File: config.mk
export PLATFORM = sky130hd
export DESIGN_NAME = shift_norm_ctrl
export DESIGN_NICKNAME = d
export VERILOG_FILES = /design/src/rtl/shift_norm_pkg.sv /design/src/rtl/shift_norm_counter.sv /design/src/rtl/shift_norm_ctrl.sv
export SDC_FILE = /design/constraint.sdc
export NUM_CORES = 1
export LEC_CHECK = 0
export CAP_MARGIN = 15
export CELL_PAD_IN_SITES_DETAIL_PLACEMENT = 0
export CELL_PAD_IN_SITES_GLOBAL_PLACEMENT = 2
export CORE_AREA = 2 2 45 47
export CTS_CLUSTER_SIZE = 20
export DETAILED_ROUTE_END_ITERATION = 10
export DIE_AREA = 0 0 47 49
export PLACE_DENSITY = 0.7
export SYNTH_ARGS = -nofsm -noshare
export SYNTH_HDL_FRONTEND = slang
export SYNTH_HIERARCHICAL = 1
export SYNTH_SLANG_ARGS = --single-unit
export TNS_END_PERCENT = 10
File: constraint.sdc
create_clock -name clk -period 1.9 [get_ports clk]
set_input_delay 0.285 -clock clk [delete_from_list [all_inputs] [get_ports clk]]
set_output_delay 0.285 -clock clk [all_outputs]
set_load 0.05 [all_outputs]
File: src/rtl/shift_norm_pkg.sv
// Shared constants and state encoding for the leading-one normalization controller.
package shift_norm_pkg;

  localparam int unsigned NORM_WIDTH = 16;
  localparam int unsigned NORM_CNT_W = 4;

  typedef enum logic [1:0] {
    S_IDLE  = 2'd0,
    S_LOAD  = 2'd1,
    S_SHIFT = 2'd2,
    S_DONE  = 2'd3
  } state_t;

endpackage

File: src/rtl/shift_norm_counter.sv
// Shift counter: sync clear and enable, with a terminal flag at WIDTH-1.
module shift_norm_counter
  import shift_norm_pkg::*;
#(
  parameter int unsigned WIDTH = NORM_WIDTH,
  parameter int unsigned CNT_W = NORM_CNT_W
) (
  input  logic             clk,
  input  logic             rst,
  input  logic             i_clr,
  input  logic             i_en,
  output logic [CNT_W-1:0] o_cnt,
  output logic             o_term
);

  logic [CNT_W-1:0] r_cnt;

  // Count shifts; cleared on reset or at operand load.
  always_ff @(posedge clk) begin
    if (rst || i_clr) begin
      r_cnt <= '0;
    end else if (i_en) begin
      r_cnt <= r_cnt + CNT_W'(1);
    end
  end

  assign o_cnt  = r_cnt;
  assign o_term = (r_cnt == CNT_W'(WIDTH - 1));

endmodule

File: src/rtl/shift_norm_ctrl.sv
// Leading-one normalization controller for a load/shift-left register.
// Optional feature: define SHIFT_NORM_ZERO_DETECT_EN to end early on a zero operand
// using reg_zero; otherwise a zero operand is found by hitting the shift limit.
module shift_norm_ctrl
  import shift_norm_pkg::*;
#(
  parameter  int unsigned WIDTH = NORM_WIDTH,
  localparam int unsigned CNT_W = $clog2(WIDTH)
) (
  input  logic             clk,
  input  logic             rst,
  input  logic             start,
  input  logic             reg_msb,
  input  logic             reg_zero,
  output logic             ld_reg,
  output logic             shl_reg,
  output logic             busy,
  output logic             done,
  output logic [CNT_W-1:0] shift_cnt,
  output logic             zero_flag
);

  state_t r_state;
  state_t w_state_nxt;
  logic   w_cnt_clr;
  logic   w_cnt_en;
  logic   w_cnt_term;
  logic   w_zero_set;
  logic   w_zero_hit;
  logic   r_zero_flag;

`ifdef SHIFT_NORM_ZERO_DETECT_EN
  assign w_zero_hit = reg_zero;
`else
  logic w_unused_reg_zero;
  assign w_unused_reg_zero = reg_zero;
  assign w_zero_hit        = 1'b0;
`endif

  shift_norm_counter #(
    .WIDTH (WIDTH),
    .CNT_W (CNT_W)
  ) u_counter (
    .clk    (clk),
    .rst    (rst),
    .i_clr  (w_cnt_clr),
    .i_en   (w_cnt_en),
    .o_cnt  (shift_cnt),
    .o_term (w_cnt_term)
  );

  // State register.
  always_ff @(posedge clk) begin
    if (rst) begin
      r_state <= S_IDLE;
    end else begin
      r_state <= w_state_nxt;
    end
  end

  // Next state and register control; ld/shl decode lets the register act on the same edge.
  always_comb begin
    w_state_nxt = r_state;
    ld_reg      = 1'b0;
    shl_reg     = 1'b0;
    w_cnt_clr   = 1'b0;
    w_cnt_en    = 1'b0;
    w_zero_set  = 1'b0;
    unique case (r_state)
      S_IDLE: begin
        if (start) begin
          w_state_nxt = S_LOAD;
        end
      end
      S_LOAD: begin
        ld_reg      = 1'b1;
        w_cnt_clr   = 1'b1;
        w_state_nxt = S_SHIFT;
      end
      S_SHIFT: begin
        if (w_zero_hit) begin
          w_zero_set  = 1'b1;
          w_state_nxt = S_DONE;
        end else if (reg_msb) begin
          w_state_nxt = S_DONE;
        end else if (w_cnt_term) begin
          w_zero_set  = 1'b1;
          w_state_nxt = S_DONE;
        end else begin
          shl_reg  = 1'b1;
          w_cnt_en = 1'b1;
        end
      end
      S_DONE: begin
        w_state_nxt = S_IDLE;
      end
      default: begin
        w_state_nxt = S_IDLE;
      end
    endcase
  end

  // Zero flag: cleared at load, set when the operand turns out to hold no 1.
  always_ff @(posedge clk) begin
    if (rst || w_cnt_clr) begin
      r_zero_flag <= 1'b0;
    end else if (w_zero_set) begin
      r_zero_flag <= 1'b1;
    end
  end

  assign zero_flag = r_zero_flag;
  assign busy      = (r_state != S_IDLE);
  assign done      = (r_state == S_DONE);

endmodule

==> summary by stage <==
Pwr
The maximum resistive drop on vdd is 0.705 mV. In this run the power density over the cells is 1200 mW/mm². The total chip power is 0.754 mW. For this design the static power due to leakage is 0.264 nW.

Route
The routed design has 817 µm of wire. Once detail routing completed, the nets flagged for antenna violations numbered 0. The count of routing violations after the opening detailed-route iteration is 0. The via-per-instance ratio is 3.99. The number of detailed-route iterations in the first pass is 1. In the routed design, unresolved DRC markers number 0. The average detailed-routed wire length per instance is 9.61 µm.

Detailed routing inserted a total of 339 vias.

Yosys
The async set or reset register ratio after synthesis is 0. The most used flip-flop cell after synthesis is sky130_fd_sc_hd__dfxtp_1. Of the post-synthesis cell area, the part taken by muxes is 0.0615. The count of cell types in the netlist is 22. The number of synthesized flops with an enable pin is 0. The top cell type's share of synthesized area is 0.345.

The synthesized netlist occupies a cell area of 407 µm². The compound-gate portion of the synthesized area was 0.129. Synthesis inferred 7 register bits. The fraction of the mapped netlist area in adder cells is 0.185. The number of nets in the synthesized netlist is 51. By area the synthesized netlist is led by sky130_fd_sc_hd__dfxtp_1 34%, sky130_fd_sc_hd__ha_1 18%, sky130_fd_sc_hd__inv_1 5.5%, sky130_fd_sc_hd__nor3b_4 4.6%, sky130_fd_sc_hd__mux2_4 3.7%. The average cell area after synthesis is 10.2 µm².

The synthesized design spends more area on one cell type than any other, namely sky130_fd_sc_hd__dfxtp_1. Of the synthesized area, sequential elements account for 0.345. Of the total synthesized cell area, the portion taken by XOR and XNOR cells is 0.0215. The synthesis warning total is 6. Synthesis produced 40 cells. Of the total synthesized cell area, the portion taken by AND, OR, NAND and NOR gates is 0.203.

The main combinational cell family by area after synthesis is simple AND/OR/NAND/NOR gates.

STA
The relative slew slack is 0.672. The share of the clock period used by the worst path after layout is 0.914. The worst path in the final design needs a cycle of 1.74 ns, including I/O delays and setup. The upper clock frequency limit is 0.576 GHz.

Hold timing on the final database bottoms out at a slack of 0.543 ns. Setup violations remaining at the end of the flow were counted as 0. For the pin with the worst max-slew slack, the measured transition is 0.490 ns.

Across all setup checks in the final design, the least slack found is 0.164 ns. The final max-slew violation count is 0. Setup repair after global routing left no endpoint under its margin.

The number of hold violations in the final report is 0. The post-route clock skew is 0.00635 ns.

Setup path
The worst-case reg-to-reg path depth is 5. The worst setup path is of the flop to output port kind. Data on the critical path is required at its endpoint by 1.62 ns. The arrival time of the worst setup path is 1.45 ns. The origin of the critical flop-to-flop path is u_counter/o_cnt[0]. The flop-to-flop setup slack is 0.32 ns. The kind of start point of the critical path is a flop. The maximum fanout along the worst path is 4.

The endpoint identified for the worst register-to-register timing path is u_counter/o_cnt[3]. The worst setup path is captured at an output port.

Clocking
The cell sitting at the root of the clock tree is a sky130_fd_sc_hd__clkbuf_4. TritonCTS built the clock tree. The clock drives 7 sinks. Clock-pin slew was measured on the worst setup and hold paths at 0.06 ns. The number of setup buffers added after CTS is 0. The number of buffers created by CTS is 3. Counting along the longest clock path gives a buffer depth of 2. The cts-stage hold buffer count is 0. In this run, post-CTS repair resized a total of 0 instances.

The clock reaches the later pin of the worst-skew pair after 0.25 ns. CTS built an H-tree with a depth of 1.

Layout
The area used by multi-input combinational logic is 262 µm². Relative to the synthesized area, the layout overhead comes to 55.1%. The number of antenna diodes is 0. The final-layout fill cell count is 227. In the final layout, flip-flops and latches occupy 149 µm². In the layout the commonest cells are 8 x sky130_fd_sc_hd__clkdlybuf4s50_1, 6 x sky130_fd_sc_hd__inv_1, 5 x sky130_fd_sc_hd__ha_1, 5 x sky130_fd_sc_hd__buf_4, 4 x sky130_fd_sc_hd__dfxtp_1. Of the cells placed in the final design, the portion with a size suffix greater than 1 is 0.293. The final-stage net count is 70. The commonest non-fill, non-tap cell in the layout is sky130_fd_sc_hd__clkdlybuf4s50_1.

Placement
The number of I/O port buffers is 12. The routability-driven placement congestion ratio is 0.678. The pre-CTS setup slack is 0.222 ns.

After legalization and detailed placement, the total HPWL measured 625 µm.

Min path
The startpoint identified for the worst hold timing path is zero_flag. The path class of the lowest-slack min-delay path is flop to flop. The worst hold endpoint is zero_flag. Along the worst hold path, the cell count comes to 2.

Floorplanning
The number of top-level pins is 14. The floorplan has 16 rows. The floorplan step defined a die boundary enclosing 0.00230 mm². The floorplan step defined a core boundary enclosing 0.00184 mm².

The starting density of the core is 0.221. Measured along the y axis, the die boundary spans 49 µm. The floorplan die width is 47 µm.

Global routing
The first global-routing pass estimated 1440 µm of wire. For this run, the total global-route usage over all layers was measured as 0.0886. For this run the aggregate overflow at the end of global routing stands at 0. The via count of the first global-routing pass is 333. The number of antenna violations at the first check in global routing was 0.

The largest net degree at the start of global routing is 7.

Job
Across the run, the number of max-cap violations was 0.

Run status
The flow ran to the end, and the final reports show no timing, DRC or antenna violations.
[state kept, by name (all words and copies together), names as in the netlist]
signal           flops
r_state              2
u_counter/o_cnt      4
zero_flag            1
[Yosys cell counts, types with 2 or more instances]
library cell and n:
sky130_fd_sc_hd__dfxtp_1 7, sky130_fd_sc_hd__ha_1 6, sky130_fd_sc_hd__inv_1 6, sky130_fd_sc_hd__nor2_1 2, sky130_fd_sc_hd__nor3_1 2
[critical path, cell delays in order (launching register included)]
cell and delay (ns):
sky130_fd_sc_hd__dfxtp_4 0.36, sky130_fd_sc_hd__ha_4 0.16, sky130_fd_sc_hd__and3_4 0.18, sky130_fd_sc_hd__nor3b_4 0.31
sky130_fd_sc_hd__buf_12 0.18
[routing by layer]
layer  vias to the layer above  global-route usage  routed length, µm
li1                        180                   -                  -
met3                         2              0.0259                 33
met4                         0              0.0694                 10
met1                       149               0.114                423
met2                         8               0.119                350
met5                         -                   0                  0
[logic make-up after synthesis]
group | count (synthesis)
and+or+nand+nor | 11
adders and majority gates | 6
AOI/OAI and AO/OA | 7
muxes | 2
DFF | 7
xor gates and xnor gates | 1
buffers and inverters | 6
[report_power, final]
group | total, mW | leakage [nW] | switching (mW) | internal (mW)
registers | 0.197 | 0.0590 | 0.0263 | 0.171
logic | 0.420 | 0.190 | 0.262 | 0.158
clock network | 0.137 | 0.0150 | 0.0571 | 0.0803
[worst max path at each step]
stage	start	slack (ns)	to
2_1_floorplan	u_counter/o_cnt[1]	-0.15	u_counter/o_cnt[3]
3_3_place_gp	reg_msb	0.19	u_counter/o_cnt[3]
3_5_place_dp	reg_msb	0.22	u_counter/o_cnt[3]
4_1_cts	u_counter/o_cnt[0]	0.14	shl_reg
5_1_grt	r_state[0]	0.08	shl_reg
6_report	u_counter/o_cnt[0]	0.16	shl_reg
[stage by stage]
| stage | utilization | cells | cell area (µm²) | TNS, ns |
|---|---|---|---|---|
| floorplan | - | 40 | 433 | -0.152 |
| global placement | 0.328 | 81 | 604 | 0 |
| detailed placement | 0.328 | 81 | 604 | 0 |
| CTS | 0.342 | 85 | 631 | 0 |
| global route | 0.342 | 85 | 631 | 0 |
| finish | 0.342 | 85 | 631 | 0 |
[area by class of cell]
class | count | share of cell area
tap | 27 | 0.0536
timing repair buffer | 14 | 0.218
clock buffer | 4 | 0.0417
sequential | 7 | 0.236
inverter | 6 | 0.0357
multi-input combinational | 27 | 0.415
No activity file was read; power rests on OpenSTA's default activity.
